## src/rtl/j1_fetch_queue.sv

```systemverilog
// Instruction-fetch front end: owns the fetch PC, issues single-outstanding bus reads and queues returned words.
// Define J1_FETCH_ERR_EN to add ins_err_i/fet_err_o and an error tag on each queue entry.
module j1_fetch_queue #(
    parameter int AW        = 15,
    parameter int DW        = 16,
    parameter int DEPTH     = 4,
    parameter int RESET_ADR = 0
) (
    input  logic          sys_clk_i,
    input  logic          sys_res_i,
    output logic [AW-1:0] ins_adr_o,
    input  logic [DW-1:0] ins_dat_i,
    output logic          ins_cyc_o,
    output logic          ins_stb_o,
    input  logic          ins_ack_i,
`ifdef J1_FETCH_ERR_EN
    input  logic          ins_err_i,
    output logic          fet_err_o,
`endif
    output logic [DW-1:0] fet_dat_o,
    output logic [AW-1:0] fet_adr_o,
    output logic          fet_vld_o,
    input  logic          fet_rdy_i,
    input  logic          jmp_i,
    input  logic [AW-1:0] jmp_adr_i
);

    localparam int PW = $clog2(DEPTH);
    localparam int CW = PW + 1;
`ifdef J1_FETCH_ERR_EN
    localparam int EW = AW + DW + 1;
`else
    localparam int EW = AW + DW;
`endif
    localparam logic [CW-1:0] FULL = CW'(DEPTH);

    typedef enum logic [1:0] {
        S_IDLE,
        S_FETCH,
        S_DISCARD
    } state_t;

    state_t        r_state;
    logic [AW-1:0] r_adr;
    logic [AW-1:0] r_tgt;
    logic [EW-1:0] r_mem [DEPTH];
    logic [PW-1:0] r_wptr;
    logic [PW-1:0] r_rptr;
    logic [CW-1:0] r_count;

    logic          w_term;
    logic          w_push;
    logic          w_pop;
    logic [CW-1:0] w_cntNext;
    logic [EW-1:0] w_entry;
    logic [EW-1:0] w_head;

`ifdef J1_FETCH_ERR_EN
    // An error terminates the cycle like an ack but stores zero data with the tag set.
    assign w_term  = ins_ack_i | ins_err_i;
    assign w_entry = {ins_err_i, r_adr, (ins_err_i ? {DW{1'b0}} : ins_dat_i)};
    assign fet_err_o = w_head[EW-1];
`else
    assign w_term  = ins_ack_i;
    assign w_entry = {r_adr, ins_dat_i};
`endif

    assign w_pop     = fet_vld_o & fet_rdy_i & ~jmp_i;
    assign w_push    = (r_state == S_FETCH) & w_term & ~jmp_i;
    assign w_cntNext = r_count + CW'(w_push) - CW'(w_pop);

    assign ins_adr_o = r_adr;
    assign ins_cyc_o = (r_state != S_IDLE);
    assign ins_stb_o = ins_cyc_o;

    assign w_head    = r_mem[r_rptr];
    assign fet_vld_o = (r_count != '0);
    assign fet_adr_o = w_head[AW+DW-1:DW];
    assign fet_dat_o = w_head[DW-1:0];

    always_ff @(posedge sys_clk_i or posedge sys_res_i) begin
        if (sys_res_i) begin
            r_state <= S_IDLE;
            r_adr   <= AW'(RESET_ADR);
            r_tgt   <= AW'(RESET_ADR);
        end else begin
            case (r_state)
                S_IDLE: begin
                    if (jmp_i) begin
                        r_adr   <= jmp_adr_i;
                        r_state <= S_FETCH;
                    end else if (r_count < FULL) begin
                        r_state <= S_FETCH;
                    end
                end
                S_FETCH: begin
                    if (jmp_i) begin
                        if (w_term) begin
                            r_adr <= jmp_adr_i;
                        end else begin
                            r_tgt   <= jmp_adr_i;
                            r_state <= S_DISCARD;
                        end
                    end else if (w_term) begin
                        r_adr <= r_adr + AW'(1);
                        if (w_cntNext >= FULL) begin
                            r_state <= S_IDLE;
                        end
                    end
                end
                S_DISCARD: begin
                    // Only the one in-flight response is dropped; a later jump just replaces the target.
                    if (jmp_i) begin
                        if (w_term) begin
                            r_adr   <= jmp_adr_i;
                            r_state <= S_FETCH;
                        end else begin
                            r_tgt <= jmp_adr_i;
                        end
                    end else if (w_term) begin
                        r_adr   <= r_tgt;
                        r_state <= S_FETCH;
                    end
                end
                default: r_state <= S_IDLE;
            endcase
        end
    end

    always_ff @(posedge sys_clk_i or posedge sys_res_i) begin
        if (sys_res_i) begin
            r_wptr  <= '0;
            r_rptr  <= '0;
            r_count <= '0;
        end else if (jmp_i) begin
            r_rptr  <= r_wptr;
            r_count <= '0;
        end else begin
            if (w_push) begin
                r_wptr <= r_wptr + PW'(1);
            end
            if (w_pop) begin
                r_rptr <= r_rptr + PW'(1);
            end
            r_count <= w_cntNext;
        end
    end

    always_ff @(posedge sys_clk_i) begin
        if (w_push) begin
            r_mem[r_wptr] <= w_entry;
        end
    end

endmodule

```

## config.mk

```make
export PLATFORM = sky130hd
export DESIGN_NAME = j1_fetch_queue
export DESIGN_NICKNAME = d
export VERILOG_FILES = /design/src/rtl/j1_fetch_queue.sv
export SDC_FILE = /design/constraint.sdc
export NUM_CORES = 1
export LEC_CHECK = 0
export ABC_AREA = 1
export BUFFER_PORTS_ARGS = -buffer_cell sky130_fd_sc_hd__buf_2
export CAP_MARGIN = 40
export CORE_MARGIN = 3
export CORE_UTILIZATION = 30
export CTS_CLUSTER_DIAMETER = 30
export DETAILED_ROUTE_END_ITERATION = 8
export GPL_ROUTABILITY_DRIVEN = 0
export GPL_TIMING_DRIVEN = 1
export SLEW_MARGIN = 20
export SYNTH_ARGS = -nofsm -noshare
export SYNTH_HDL_FRONTEND = slang
export SYNTH_SLANG_ARGS = --single-unit
```

## constraint.sdc

```tcl
create_clock -name sys_clk_i -period 4.17 [get_ports sys_clk_i]
set_clock_uncertainty 0.05 [all_clocks]
set_input_delay 0.417 -clock sys_clk_i [delete_from_list [all_inputs] [get_ports sys_clk_i]]
set_output_delay 0.417 -clock sys_clk_i [all_outputs]
set_load 0.01 [all_outputs]
```

# Word level (Yosys, flattened, before mapping)
# Memories as Yosys holds them, arrays and structs flattened.
# Index checks and enable logic that the tools add are counted.
word_totals:
  out_inout_bits: 49
  mem_count: 1
  input_bits: 36
  ramBits: 124
  register_bits: 39
memory_table:
  columns: ["name", "words", "word_bits", "rd", "rd_ports_with_merged_regs", "wr", "line", "source"]
  rows:
  - ["r_mem", 4, 31, 1, 0, 1, "46", "logic [EW-1:0] r_mem [DEPTH];"]
classes:
  muxes: 20
  n_bitwise: 6
  addsub: 5
  eq_ne: 9
  reduce_logical: 10
  n_lt_le_gt_ge: 2
op_table:
  columns: ["op", "n"]
  rows:
  - ["2-to-1 mux 15 bit", 6]
  - ["case mux 15 bit (3 select lines)", 1]
  - ["2-to-1 mux 2 bit", 9]
  - ["adder 15 x 1 -> 15 bit (second input constant)", 1]
  - ["!= test 3 bit (second input constant)", 4]
  - ["case mux 2 bit (3 select lines)", 1]
  - ["nonzero test 3 bit", 2]
  - ["AND reduction 5 bit", 1]
  - ["adder 2 x 1 -> 2 bit (second input constant)", 2]
  - ["bitwise AND 1 bit", 4]
  - ["!= test 2 bit (second input constant)", 2]
  - ["AND reduction 4 bit", 1]
  - ["nonzero test 2 bit", 2]
  - ["adder 3 x 1 -> 3 bit", 1]
  - ["greater-or-equal comparator 3 bit (second input constant)", 1]
  - ["less-than comparator 3 bit (second input constant)", 1]
  - ["2-to-1 mux 3 bit", 1]
  - ["!= test 3 x 2 -> 1 bit (second input constant)", 1]
  - ["AND reduction 3 bit", 1]
  - ["subtractor 3 x 1 -> 3 bit", 1]
  - ["equality test 2 x 1 -> 1 bit (second input constant)", 1]
  - ["equality test 2 bit (second input constant)", 1]
  - ["logical NOT 2 bit", 1]
  - ["2-to-1 mux 1 bit", 2]
  - ["3 further kinds", 4]

# Depth between registers and ports, before layout
logic_depth:
  word_depth: 10
  ltp_mapped: 18
  mapped_depth_nobuf: 18

# Worst setup path before layout
# No wires, ideal clock.
synth_path:
  path_kind: "reg2reg"
  start: "register r_state[1]"
  end: "memory r_mem[0][0] (netlist name), enable pin"
  setup_slack_ns: 1.240
  synth_period_minus_slack_ns: 2.930
  t_arrival_ns: 2.460
  setup_ns: 0.419
  stages_incl_launch_ff: 7
  path_buffers: 0
  path_cell_list: "dfrtp_1 inv_1 ha_1 nand2_1 inv_1 nand2_1 nor2_1"
synth_between:
  elab_chain_cells: 5
synth_lines:
  columns: ["item", "line", "source"]
  rows:
  - ["from (decl)", "43", "state_t r_state;"]
  - ["from (signal assigned)", "83", "r_state <= S_IDLE;"]
  - ["from (signal assigned)", "91", "r_state <= S_FETCH;"]
  - ["from (signal assigned)", "93", "r_state <= S_FETCH;"]
  - ["equality test 2 x 1 -> 1 bit", "69", "assign w_push = (r_state == S_FETCH) & w_term & ~jmp_i;"]
  - ["bitwise AND 1 bit (2 in series)", "69", null]
  - ["2-to-1 mux 1 bit", "150", "if (w_push) begin"]
  - ["2-to-1 mux 1 bit (implied by the code)", "151", "r_mem[r_wptr] <= w_entry;"]
  - ["to (decl)", "46", null]
# No other way between the ends.

# Worst setup path in the final report
layout_path:
  start: "register r_state[1]"
  end: "register r_state[0]"
layout_between:
  elab_chain_cells: 8
  elab_cells_between_ends: 15
  cone_classes: "add/sub: 2; order compare: 1; eq/ne: 7; mux: 1; bitwise: 2; reduce/logical: 2"
layout_lines:
  columns: ["item", "line", "source"]
  rows:
  - ["equality test 2 x 1 -> 1 bit", "69, 87", null]
  - ["bitwise AND 1 bit (2 in series)", "69", null]
  - ["adder 3 x 1 -> 3 bit", "70", "assign w_cntNext = r_count + CW'(w_push) - CW'(w_pop);"]
  - ["subtractor 3 x 1 -> 3 bit", "70", null]
  - ["greater-or-equal comparator 3 bit", "106", "if (w_cntNext >= FULL) begin"]
  - ["!= test 3 x 2 -> 1 bit (no line)", null, null]
  - ["AND reduction 5 bit (no line)", null, null]
# Parallel ways exist; a longest one is shown, timed or not.
# A chain may end at the register's enable or synchronous reset.

==> impl_metrics.csv <==
group,metric,value,unit
timing,final_max_slew_viol_count,0,
yosys,synth_edf_count,124,
timing,hold_viol_final,0,
yosys,synthTopCellsByCount,"edfxtp_1 (124), nand2_1 (114), nor2_1 (89), o21ai_0 (79), nand3_1 (59)",
worst_setup_path,startpoint,"r_state[1]",
yosys,avgSynthCellArea,10.41,um2
timing,period_share,0.7021,
drt,drtPass1Iterations,5,
clocking,clkTransAtPathRegs,0.07,ns
floorplanning,die_area,0.02612,mm2
yosys,async_flop_share,0.2393,
worst_setup_path,worstSetupStartpointType,"flip-flop",
power,power.density,743.9,mW/mm2
yosys,synth_top_cell_by_area,"edfxtp_1",
drt,vias,5238,
yosys,syn_nets,746,
clocking,insertion_delay,0.43,ns
cells_and_area,finish.net_count,825,
power,power,6.410,mW
job,cap_violations,0,
clocking,numClockSinks,163,
floorplanning,initial_core_util,0.3077,
drt,drc,0,
power,worst_ir_drop_vdd,0.3397,mV
timing,rsz0062_at_grt,"false",
cells_and_area,syn_to_final_growth,18.62,%
drt,wl_per_cell,15.91,um
worst_setup_path,crit-reg2reg-launch,"r_state[1]",
place,port_buffers,84,
clocking,cts_buffers,17,
worst_setup_path,crit_family,"adder cells",
global_routing,use_met3,0.03129,
worst_setup_path,crit_type,"reg2reg",
timing,setup_tns,0,ns
yosys,synth_ff_type,"edfxtp_1",
worst_hold_path,hold_path.class,"in2async",
floorplanning,pin_count,85,
global_routing,grt_max_degree,64,
worst_setup_path,crit_fanout,8,
timing,tightest_slew,0.7044,ns
floorplanning,die_h,161.6,um
clocking,cts_root_buf,"clkbuf_16",
yosys,syn_inst,698,
yosys,synth-seq-cells,163,
yosys,syn-cell-area,0.007264,mm2
worst_setup_path,cpMaxStageDelayCell,"dfrtp_1",
worst_setup_path,crit_buf_inv,6,
power,cellLeakagePower,3.422,nW
cells_and_area,fillers,2338,
worst_setup_path,arrival,3.19,ns
clocking,cts_max_level,4,
global_routing,grt_pass1_wl,28280,um
worst_setup_path,crit_path_end_kind,"flip-flop",
worst_setup_path,ff2ff_path_depth,19,
floorplanning,fp-row-count,56,
clocking,post_cts_resized,0,
global_routing,met2_usage,0.2228,
yosys,synth.area.top_cells,"edfxtp_1 (51%), dfrtp_1 (13%), nand2_1 (5.9%), o21ai_0 (5.4%), nor2_1 (4.6%)",
worst_setup_path,cp.required,4.44,ns
clocking,cts_setup_buffers,0,
global_routing,grt_pass1_vias,5102,
clocking,cts_tree,"yes",
worst_setup_path,crit_chain,"inv_1, ha_1, nand2_1, inv_1, nand2_1, buf_4, ha_1, inv_1, ha_1, inv_1, fa_1, xnor2_1, inv_1, nand2_1, nand2_1, nand2_1, nand3_1, nand2_1, nand2_1",
yosys,ys_types,31,
clocking,clockBufferDepth,2,
status,status,"finished clean",
worst_setup_path,r2r_end,"r_state[0]",
drt,avgViaCountPerCell,4.723,
timing,finalSetupViolCount,0,
cells_and_area,insertedDiodeCount,0,
place,dpl.hpwl,11080,um
timing,period_minus_slack,2.928,ns
clocking,cts-hold-fix-buffers,0,
floorplanning,core_area,0.02361,mm2
global_routing,busiest_layer,"met2",
yosys,ys_warn_count,0,
floorplanning,die_w,161.6,um
timing,fmax,341.6,MHz
global_routing,use_met1,0.1903,
global_routing,grt_overflow,0,
global_routing,grt_usage,0.1387,
drt,drt_iter0_drc,480,
worst_setup_path,crit_path_max_incr_delay,0.41,ns
cells_and_area,layout-drive-gt1-share,0.1810,
timing,slew_headroom,0.5293,
drt,drt-total-wl,17640,um
worst_setup_path,r2r_slack,1.24,ns
yosys,yosysSeqAreaShare,0.6469,
global_routing,antenna_found_initial,0,
drt,ant_nets,0,
worst_setup_path,crit_top_cell,"nand2_1",
yosys,yosysMostFrequentCell,"edfxtp_1",
yosys,netlist.area_leader.share,0.5126,
## registers in the layout (all words and copies together) (netlist names)
signal / cells
ins_adr_o: 15
r_count: 3
r_mem: 124
r_rptr: 2
r_state: 2
r_tgt: 15
r_wptr: 2
## layout make-up
cell class / instances / area [um2] / area share
Timing Repair Buffer: 97 / 565.5 / 0.06563
Clock buffer: 17 / 425.4 / 0.04937
Inverter: 53 / 198.9 / 0.02309
Multi-Input combinational cell: 445 / 2207 / 0.2561
Clock inverter: 15 / 120.1 / 0.01394
Sequential cell: 163 / 4701 / 0.5455
Tap cell: 319 / 399.1 / 0.04632
## worst min-delay path: stages
cell and delay, ns:
buf_2 0.09, inv_1 0.04, buf_4 0.43
## cells in the final DEF, fill, tap and decap left out, types with 2 or more instances in the layout
cell,Yosys,final
a21o_1,4,4
a21oi_1,30,30
buf_16,0,2
buf_2,9,84
buf_4,6,10
clkbuf_16,0,17
clkinv_1,1,2
clkinv_2,0,2
clkinv_4,0,2
clkinvlp_4,0,3
dfrtp_1,39,38
edfxtp_1,124,124
ha_1,11,11
inv_1,51,51
inv_6,0,5
inv_8,0,2
mux2_2,2,2
nand2_1,114,114
nand3_1,59,59
nand4_1,7,7
nor2_1,89,85
nor2_2,2,2
nor2_4,0,4
o211ai_1,4,4
o21ai_0,79,79
o21ai_1,4,4
o21ai_2,2,2
o22ai_1,32,32
## through the flow
stage,cell area [um2],hold slack [ns],utilization,cells,setup slack (ns)
after CTS,8617,0.05640,0.3649,1109,1.233
after floorplan,7264,0.4030,-,698,1.240
final,8617,0.05979,0.3649,1109,1.242
after detailed placement,8071,0.4243,0.3418,1077,1.112
after global placement,8001,0.4165,0.3389,1074,1.158
after global routing,8617,0.1046,0.3649,1109,0.9667
## cell families after synthesis
family	share of synthesized area
muxes	0.003100
AOI/OAI and AO/OA	0.1161
and+or+nand+nor	0.1564
adders and majority gates	0.02170
buffers and inverters	0.05339
DFF	0.6469
xor gates and xnor gates	0.002412
## worst max-delay path by stage
stage | cells after the start | end
5_1_grt | 19 | r_state[1]
3_3_place_gp | 19 | r_state[1]
2_1_floorplan | 6 | r_mem[0][0]
6_report | 19 | r_state[0]
4_1_cts | 19 | r_state[1]
3_5_place_dp | 19 | r_state[1]
## power by group
part	internal, mW	switching (mW)
clock network	0.775	0.679
logic	0.898	1.64
registers	2.10	0.310
## routing by layer
metal	part of all wire	up-vias
met5	0	-
met4	0.0075	0
met3	0.051	10
met2	0.48	134
met1	0.46	2496
li1	-	2598
No activity file was read; power rests on OpenSTA's default activity.
